<file path="src/rtl/arb_pkg.sv">
`default_nettype none
// ============================================================================
//  Package    : arb_pkg
//  Description: Shared mode constants and the clog2 helper used by the
//               parametrised arbitration / mux blocks.
//  Revision   : 1.0 - initial release
// ============================================================================
package arb_pkg;

   localparam int MODE_SEL = 0;   // explicit select input picks the channel
   localparam int MODE_RR  = 1;   // round-robin among valid channels

   // Ceiling log2, usable in constant expressions.
   function automatic int clog2(input int n);
      int r;
      r = 0;
      while ((1 << r) < n) r++;
      return r;
   endfunction

endpackage : arb_pkg
`default_nettype wire

</file>
<file path="src/rtl/rr_arbiter.sv">
`default_nettype none
// ============================================================================
//  Module     : rr_arbiter
//  Description: Round-robin arbiter with a registered "last granted" pointer.
//               The search starts one past the last winner and wraps mod N.
//               The pointer only moves on the advance (transfer) strobe.
//  Revision   : 1.0 - initial release
//  Ports      : clk       - system clock, rising edge
//               rst       - synchronous active-high reset (pointer -> N-1)
//               req       - per-channel request (N)
//               advance   - transfer strobe; commits grant into the pointer
//               grant     - winning channel index (SEL_W)
//               grant_vld - at least one request present
// ============================================================================
module rr_arbiter
   import arb_pkg::*;
#(
   parameter  int N     = 6,
   localparam int SEL_W = clog2(N)
) (
   input  logic             clk,
   input  logic             rst,
   input  logic [N-1:0]     req,
   input  logic             advance,
   output logic [SEL_W-1:0] grant,
   output logic             grant_vld
);

   logic [SEL_W-1:0] last_q;
   logic [SEL_W-1:0] last_d;
   int               idx;

   // Walk from the farthest offset down to the nearest so the last hit
   // written is the closest requester after the pointer.
   always_comb begin
      grant     = '0;
      grant_vld = 1'b0;
      idx       = 0;
      for (int k = N; k >= 1; k--) begin
         idx = (int'(last_q) + k) % N;
         if (req[idx]) begin
            grant     = SEL_W'(idx);
            grant_vld = 1'b1;
         end
      end
   end

   always_comb begin
      last_d = last_q;
      if (advance) last_d = grant;
   end

   // Reset to N-1 so channel 0 holds first priority.
   always_ff @(posedge clk) begin
      if (rst) last_q <= SEL_W'(N - 1);
      else     last_q <= last_d;
   end

endmodule : rr_arbiter
`default_nettype wire

</file>
<file path="src/rtl/arb_mux_reg.sv">
`default_nettype none
// ============================================================================
//  Module     : arb_mux_reg
//  Description: N-channel valid/ready mux merged onto one registered output.
//               MODE_SEL: channel chosen by sel; MODE_RR: round-robin.
//               The output register drains and refills in the same cycle.
//  Revision   : 1.0 - initial release
//  Ports      : clk       - system clock, rising edge
//               rst       - synchronous active-high reset
//               in_data   - flattened channel data, ch i at [i*WIDTH +: WIDTH]
//               in_valid  - per-channel valid
//               in_ready  - per-channel ready (combinational, one-hot or 0)
//               sel       - channel select (MODE_SEL only)
//               out_data  - registered selected data
//               out_valid - registered output valid
//               out_ready - consumer ready
//               out_src   - channel index that supplied out_data
// ============================================================================
module arb_mux_reg
   import arb_pkg::*;
#(
   parameter  int WIDTH = 32,
   parameter  int N     = 6,
   parameter  int MODE  = 0,
   localparam int SEL_W = clog2(N)
) (
   input  logic               clk,
   input  logic               rst,
   input  logic [N*WIDTH-1:0] in_data,
   input  logic [N-1:0]       in_valid,
   output logic [N-1:0]       in_ready,
   input  logic [SEL_W-1:0]   sel,
   output logic [WIDTH-1:0]   out_data,
   output logic               out_valid,
   input  logic               out_ready,
   output logic [SEL_W-1:0]   out_src
);

   // Padded to a power of two so any SEL_W-bit index is in range.
   localparam int PAD_N = 1 << SEL_W;

   logic [WIDTH-1:0] w_ch [PAD_N];
   logic [SEL_W-1:0] w_grant;
   logic             w_grant_vld;
   logic             w_load;
   logic             w_xfer;

   logic [WIDTH-1:0] out_data_q,  out_data_d;
   logic [SEL_W-1:0] out_src_q,   out_src_d;
   logic             out_valid_q, out_valid_d;

   for (genvar i = 0; i < PAD_N; i++) begin : g_unpack
      if (i < N) begin : g_real
         assign w_ch[i] = in_data[i*WIDTH +: WIDTH];
      end else begin : g_pad
         assign w_ch[i] = '0;
      end
   end

   if (MODE == MODE_RR) begin : g_rr
      rr_arbiter #(.N(N)) u_rr_arbiter (
         .clk       (clk),
         .rst       (rst),
         .req       (in_valid),
         .advance   (w_xfer),
         .grant     (w_grant),
         .grant_vld (w_grant_vld)
      );
   end else begin : g_sel
      localparam logic [SEL_W:0] N_EXT = (SEL_W + 1)'(N);
      logic [PAD_N-1:0] w_valid_pad;
      assign w_valid_pad = PAD_N'(in_valid);
      assign w_grant     = sel;
      assign w_grant_vld = ({1'b0, sel} < N_EXT) && w_valid_pad[sel];
   end

   // Register may take a word when empty or being drained this cycle.
   assign w_load   = !out_valid_q || out_ready;
   assign w_xfer   = !rst && w_load && w_grant_vld;
   assign in_ready = w_xfer ? (N'(1) << w_grant) : '0;

   always_comb begin
      out_data_d  = out_data_q;
      out_src_d   = out_src_q;
      out_valid_d = out_valid_q;
      if (w_load) begin
         out_valid_d = w_xfer;
         if (w_xfer) begin
            out_data_d = w_ch[w_grant];
            out_src_d  = w_grant;
         end
      end
   end

   always_ff @(posedge clk) begin
      if (rst) begin
         out_data_q  <= '0;
         out_src_q   <= '0;
         out_valid_q <= 1'b0;
      end else begin
         out_data_q  <= out_data_d;
         out_src_q   <= out_src_d;
         out_valid_q <= out_valid_d;
      end
   end

   assign out_data  = out_data_q;
   assign out_src   = out_src_q;
   assign out_valid = out_valid_q;

endmodule : arb_mux_reg
`default_nettype wire
</file>
<file path="config.mk">
export PLATFORM = sky130hd
export DESIGN_NAME = arb_mux_reg
export DESIGN_NICKNAME = d
export VERILOG_FILES = /design/src/rtl/arb_pkg.sv /design/src/rtl/rr_arbiter.sv /design/src/rtl/arb_mux_reg.sv
export SDC_FILE = /design/constraint.sdc
export NUM_CORES = 1
export LEC_CHECK = 0
export ABC_AREA = 1
export BUFFER_PORTS_ARGS = -buffer_cell sky130_fd_sc_hd__buf_4
export CORE_ASPECT_RATIO = 0.6
export CORE_UTILIZATION = 35
export CTS_CLUSTER_DIAMETER = 80
export DETAILED_ROUTE_END_ITERATION = 6
export PLACE_DENSITY = 0.75
export SYNTH_ARGS = -nofsm -noshare
export SYNTH_HDL_FRONTEND = slang
export SYNTH_SLANG_ARGS = --single-unit
</file>
<file path="constraint.sdc">
create_clock -name clk -period 1.4 [get_ports clk]
set_input_delay 0.21 -clock clk [delete_from_list [all_inputs] [get_ports clk]]
set_output_delay 0.21 -clock clk [all_outputs]
set_load 0.1 [all_outputs]
</file>
# Yosys cells after proc, flatten, opt, wreduce, memory -nomap -nowiden
# Cells that the tools add are included.
[op_classes]
mux = 6
addsub = 0
shift = 1
mul = 0
div_mod_pow = 0
n_reduce_logical = 7
bitwise_logic = 1
eq_ne = 0
order_cmp = 3
[ops]
columns = ["operator", "count"]
rows = [
  ["$bmux 32 s3", 1],
  ["$mux 32", 2],
  ["$mux 6", 1],
  ["$shl 1x3->6 const A", 1],
  ["$ge 4x4->1 const B", 1],
  ["$lt 3x4->1 const B", 1],
  ["$not 3->4", 1],
  ["$bmux 1 s3", 1],
  ["$logic_and 1x1->1", 3],
  ["$lt 3x3->1 const B", 1],
  ["$logic_not 1->1", 2],
  ["$reduce_and 2->1", 1],
  ["$logic_or 1x1->1", 1],
  ["$mux 1", 1],
]
[totals]
ram_bits = 0
latchBits = 0
wordCells = 21
rom_bits = 0
register_bits = 36
n_memories = 0
out_inout_bits = 42
inputBits = 204

# Logic depth before layout (Yosys ltp)
[logic_depth]
ltp_word = 5
depth_mapped = 11
ltp_nobuf = 9

# Worst setup path after synthesis
# OpenSTA, ideal clock, no wires.
[synth_path]
kind = "flip-flop to output port"
from = "register out_valid_q (netlist: out_valid)"
to = "output port in_ready[3]"
arrival_time_ns = 2.660
required_ns = 1.190
path_stages_with_launch = 8
n_path_buf = 2
setup_slack_ns = -1.470
path_cell_list = "dfxtp_1 > a21oi_1 > nand2_1 > inv_2 > nand2_2 > buf_6 > buf_6 > nor2_1"
[synth_between]
elab_chain_len = 5
[synth_lines]
columns = ["item", "line", "text"]
rows = [
  ["start, declared", "arb_mux_reg.sv:50", "logic out_valid_q, out_valid_d;"],
  ["start signal, assigned", "arb_mux_reg.sv:103", "out_valid_q <= out_valid_d;"],
  ["$logic_not 1->1", "arb_mux_reg.sv:78", "assign w_load = !out_valid_q || out_ready;"],
  ["$logic_or 1x1->1", "arb_mux_reg.sv:78", ""],
  ["$logic_and 1x1->1 (2 in a row)", "arb_mux_reg.sv:79", "assign w_xfer = !rst && w_load && w_grant_vld;"],
  ["$mux 6", "arb_mux_reg.sv:80", "assign in_ready = w_xfer ? (N'(1) << w_grant) : '0;"],
  ["end, declared", "arb_mux_reg.sv:31", "output logic [N-1:0] in_ready,"],
]
# Every way passes these cells.

# Final worst setup path
[layout_path]
from = "register out_valid_q (netlist: out_valid)"
to = "output port in_ready[0]"
# Same word-level chain as after synthesis.

==> impl_metrics.ini <==
[sta]
worst_pin_slew_ps = 400.5
fmax_mhz = 593.6
setup_viol = 6
period_needed_ps = 1685
fin_skew_ps = 3.775
slew_viol_final = 0
rsz0062_at_grt = true
fin_ws_ps = -284.6
finalHoldViolCount = 0
min_period_over_period = 1.203
max_slew_margin = 0.7330
finalSetupTns_ps = -1325
timing.hold.ws_ps = 188.1

[finish]
drive_gt1_frac = 0.3206
area_growth_pct = 68.03
nets = 1145
antenna_cells = 0
layout.cells.non_filler = 1072
final_core_util = 0.6192
fillers = 943

[critical_path]
rr_worst_depth = 7
worst_setup_path_end_kind = output port
critical_path_peak_fanout = 3
critical_path.endpoint = in_ready[0]
required_ps = 1190
reg2reg_slack_ps = 120
start_kind = flip-flop
cp-startpoint = out_valid$_SDFFE_PP0N_
setup.worst_path.class = flip-flop to output port
r2r-start = out_valid$_SDFFE_PP0N_
r2r_end = out_data[29]$_SDFFE_PP0P_
worst_ep_arrival_time_ps = 1470

[drt]
drc = 0
wl_per_cell_um = 12.86
drt-vias-per-instance = 4.653
wirelength_mm = 13.78
vias = 4988
drtPass1Iterations = 4
ant_nets = 0
drt_iter0_drc = 322

[global_routing]
grt_busiest_layer = met2
grt_max_degree = 49
gr-usage-met2 = 0.4404
grt_pass1_vias = 4593
grt-ovfl-total = 0
grt_use_total = 0.2710
antenna_found_initial = 0
grt_use_met3 = 0.05660
grt_pass1_wl_mm = 21.99
met1_usage = 0.3659

[power_and_ir_drop]
peakVddDrop_v = 0.0004669
power_mw = 4.499
p_leak_nw = 3.411
power_density_mw_per_mm2 = 776.4

[outcome]
status = finished, violations left
violations = setup timing

[yosys]
ys.warnings.count = 0
syn_area_sq_mm = 0.003448
syn-num-nets = 910
async_flop_share = 0
yosys-top-cells-area = nand2_1 (43%), dfxtp_1 (21%), nand3_1 (15%), nor2_1 (8.1%), inv_1 (3.9%)
yosysSeqAreaShare = 0.2090
synth_edf_count = 0
yosysUniqueCellTypes = 17
netlist_instances = 706
synth.ff_latch_count = 36
avgSynthCellArea_sq_um = 4.884
synthTopCellsByCount = nand2_1 (393), nand3_1 (103), nor2_1 (74)
yosysTopAreaCell = nand2_1
synth_most_common_cell = nand2_1
ys.flop_type = dfxtp_1
netlist.area_leader.share = 0.4278

[worst_hold_path]
hp-class = input pin to flip-flop

[floorplanning]
die_area_sq_mm = 0.01027
die_w_um = 130.1
rows = 27
start_util = 0.3685
fp.dieH_um = 78.89
core_sq_mm = 0.009358
io_pins = 246

[clocking]
clkLatencyLatePin_ps = 280
cts_sinks = 36
htreeDepth = 2
cts_tree = yes
clk_pin_slew_worst_paths_ps = 60
cts_made_buffers = 5
clock-root-buffer = clkbuf_16
clock_path_buffers = 2

[placement]
gp_routability_congestion = 0.8596
portBuffers = 245
dp_cells = 1062
dp_hpwl_mm = 10.45

[job]
maxCapViolCount = 0
==> stage by stage <==
stage | setup WS, ps | instance area [sq um]
finish | -284.6 | 5794
global route | -347.0 | 5794
CTS | -269.9 | 5762
detailed placement | -310.5 | 5520
global placement | -284.3 | 5520
floorplan | -709.4 | 3511
==> worst min-delay path by stage <==
stage                             from                      end  slack, ps  cells after the start
2_1_floorplan                      rst   out_valid$_SDFFE_PP0N_        270                      1
3_3_place_gp   out_src[1]$_SDFFE_PP0P_  out_src[1]$_SDFFE_PP0P_        460                      2
3_5_place_dp   out_src[1]$_SDFFE_PP0P_  out_src[1]$_SDFFE_PP0P_        470                      2
4_1_cts                            rst   out_valid$_SDFFE_PP0N_        180                      3
5_1_grt                            rst   out_valid$_SDFFE_PP0N_        200                      3
6_report                           rst   out_valid$_SDFFE_PP0N_        190                      3
==> registers in the layout, indices dropped and copies added, names as in the netlist <==
name       count
out_data      32
out_src        3
out_valid      1
==> power by group <==
| group | switching, mW | total (mW) | internal [mW] |
|---|---|---|---|
| clock | 0.431 | 1.13 | 0.701 |
| combinational | 1.39 | 2.20 | 0.808 |
| sequential | 0.0533 | 1.17 | 1.11 |
==> cells by family (layout without fill, tap and decap cells) <==
kind of cell	count (synthesis)	after routing	share of synthesized area
buf+inv	89	325	0.1099
flops	36	36	0.2090
compound gates	4	4	0.005806
simple gates	577	577	0.6753
==> metal layers <==
metal,vias up,share of wire
met2,194,0.44
met1,2158,0.46
met5,-,0
met3,16,0.084
li1,2620,-
met4,0,0.0099
==> cell type report <==
cell class                      count  area (sq um)  share of cell area
Clock inverter                      2         10.01            0.001727
Tap cell                          130         162.7             0.02807
Clock buffer                        6         138.9             0.02397
Sequential cell                    36         724.4              0.1250
Multi-Input combinational cell    581          2422              0.4181
Inverter                           40         152.6             0.02634
Timing Repair Buffer              277          2183              0.3768
==> placed cells by master, fill, tap and decap left out, drive strengths merged <==
cell type / count
nand2: 395
dfxtp: 36
nand3: 103
inv: 38
clkinv: 4
nor2: 76
a21oi: 4
buf: 277
clkbuf: 6
nor3: 3
==> repair_timing <==
action	CTS	global route
hold buffers	0	0
gates resized for setup	21	4
setup buffers	0	2
endpoints found under the setup margin	12	25
pin swaps	2	4
==> critical path, stage by stage, from the launching register on <==
cell and delay [ps]:
dfxtp_4 340, a21oi_2 130, nand2_2 100, inv_4 90, buf_6 110, nand3_4 90, nor2_4 150, buf_12 180
No activity file was read; power rests on OpenSTA's default activity.
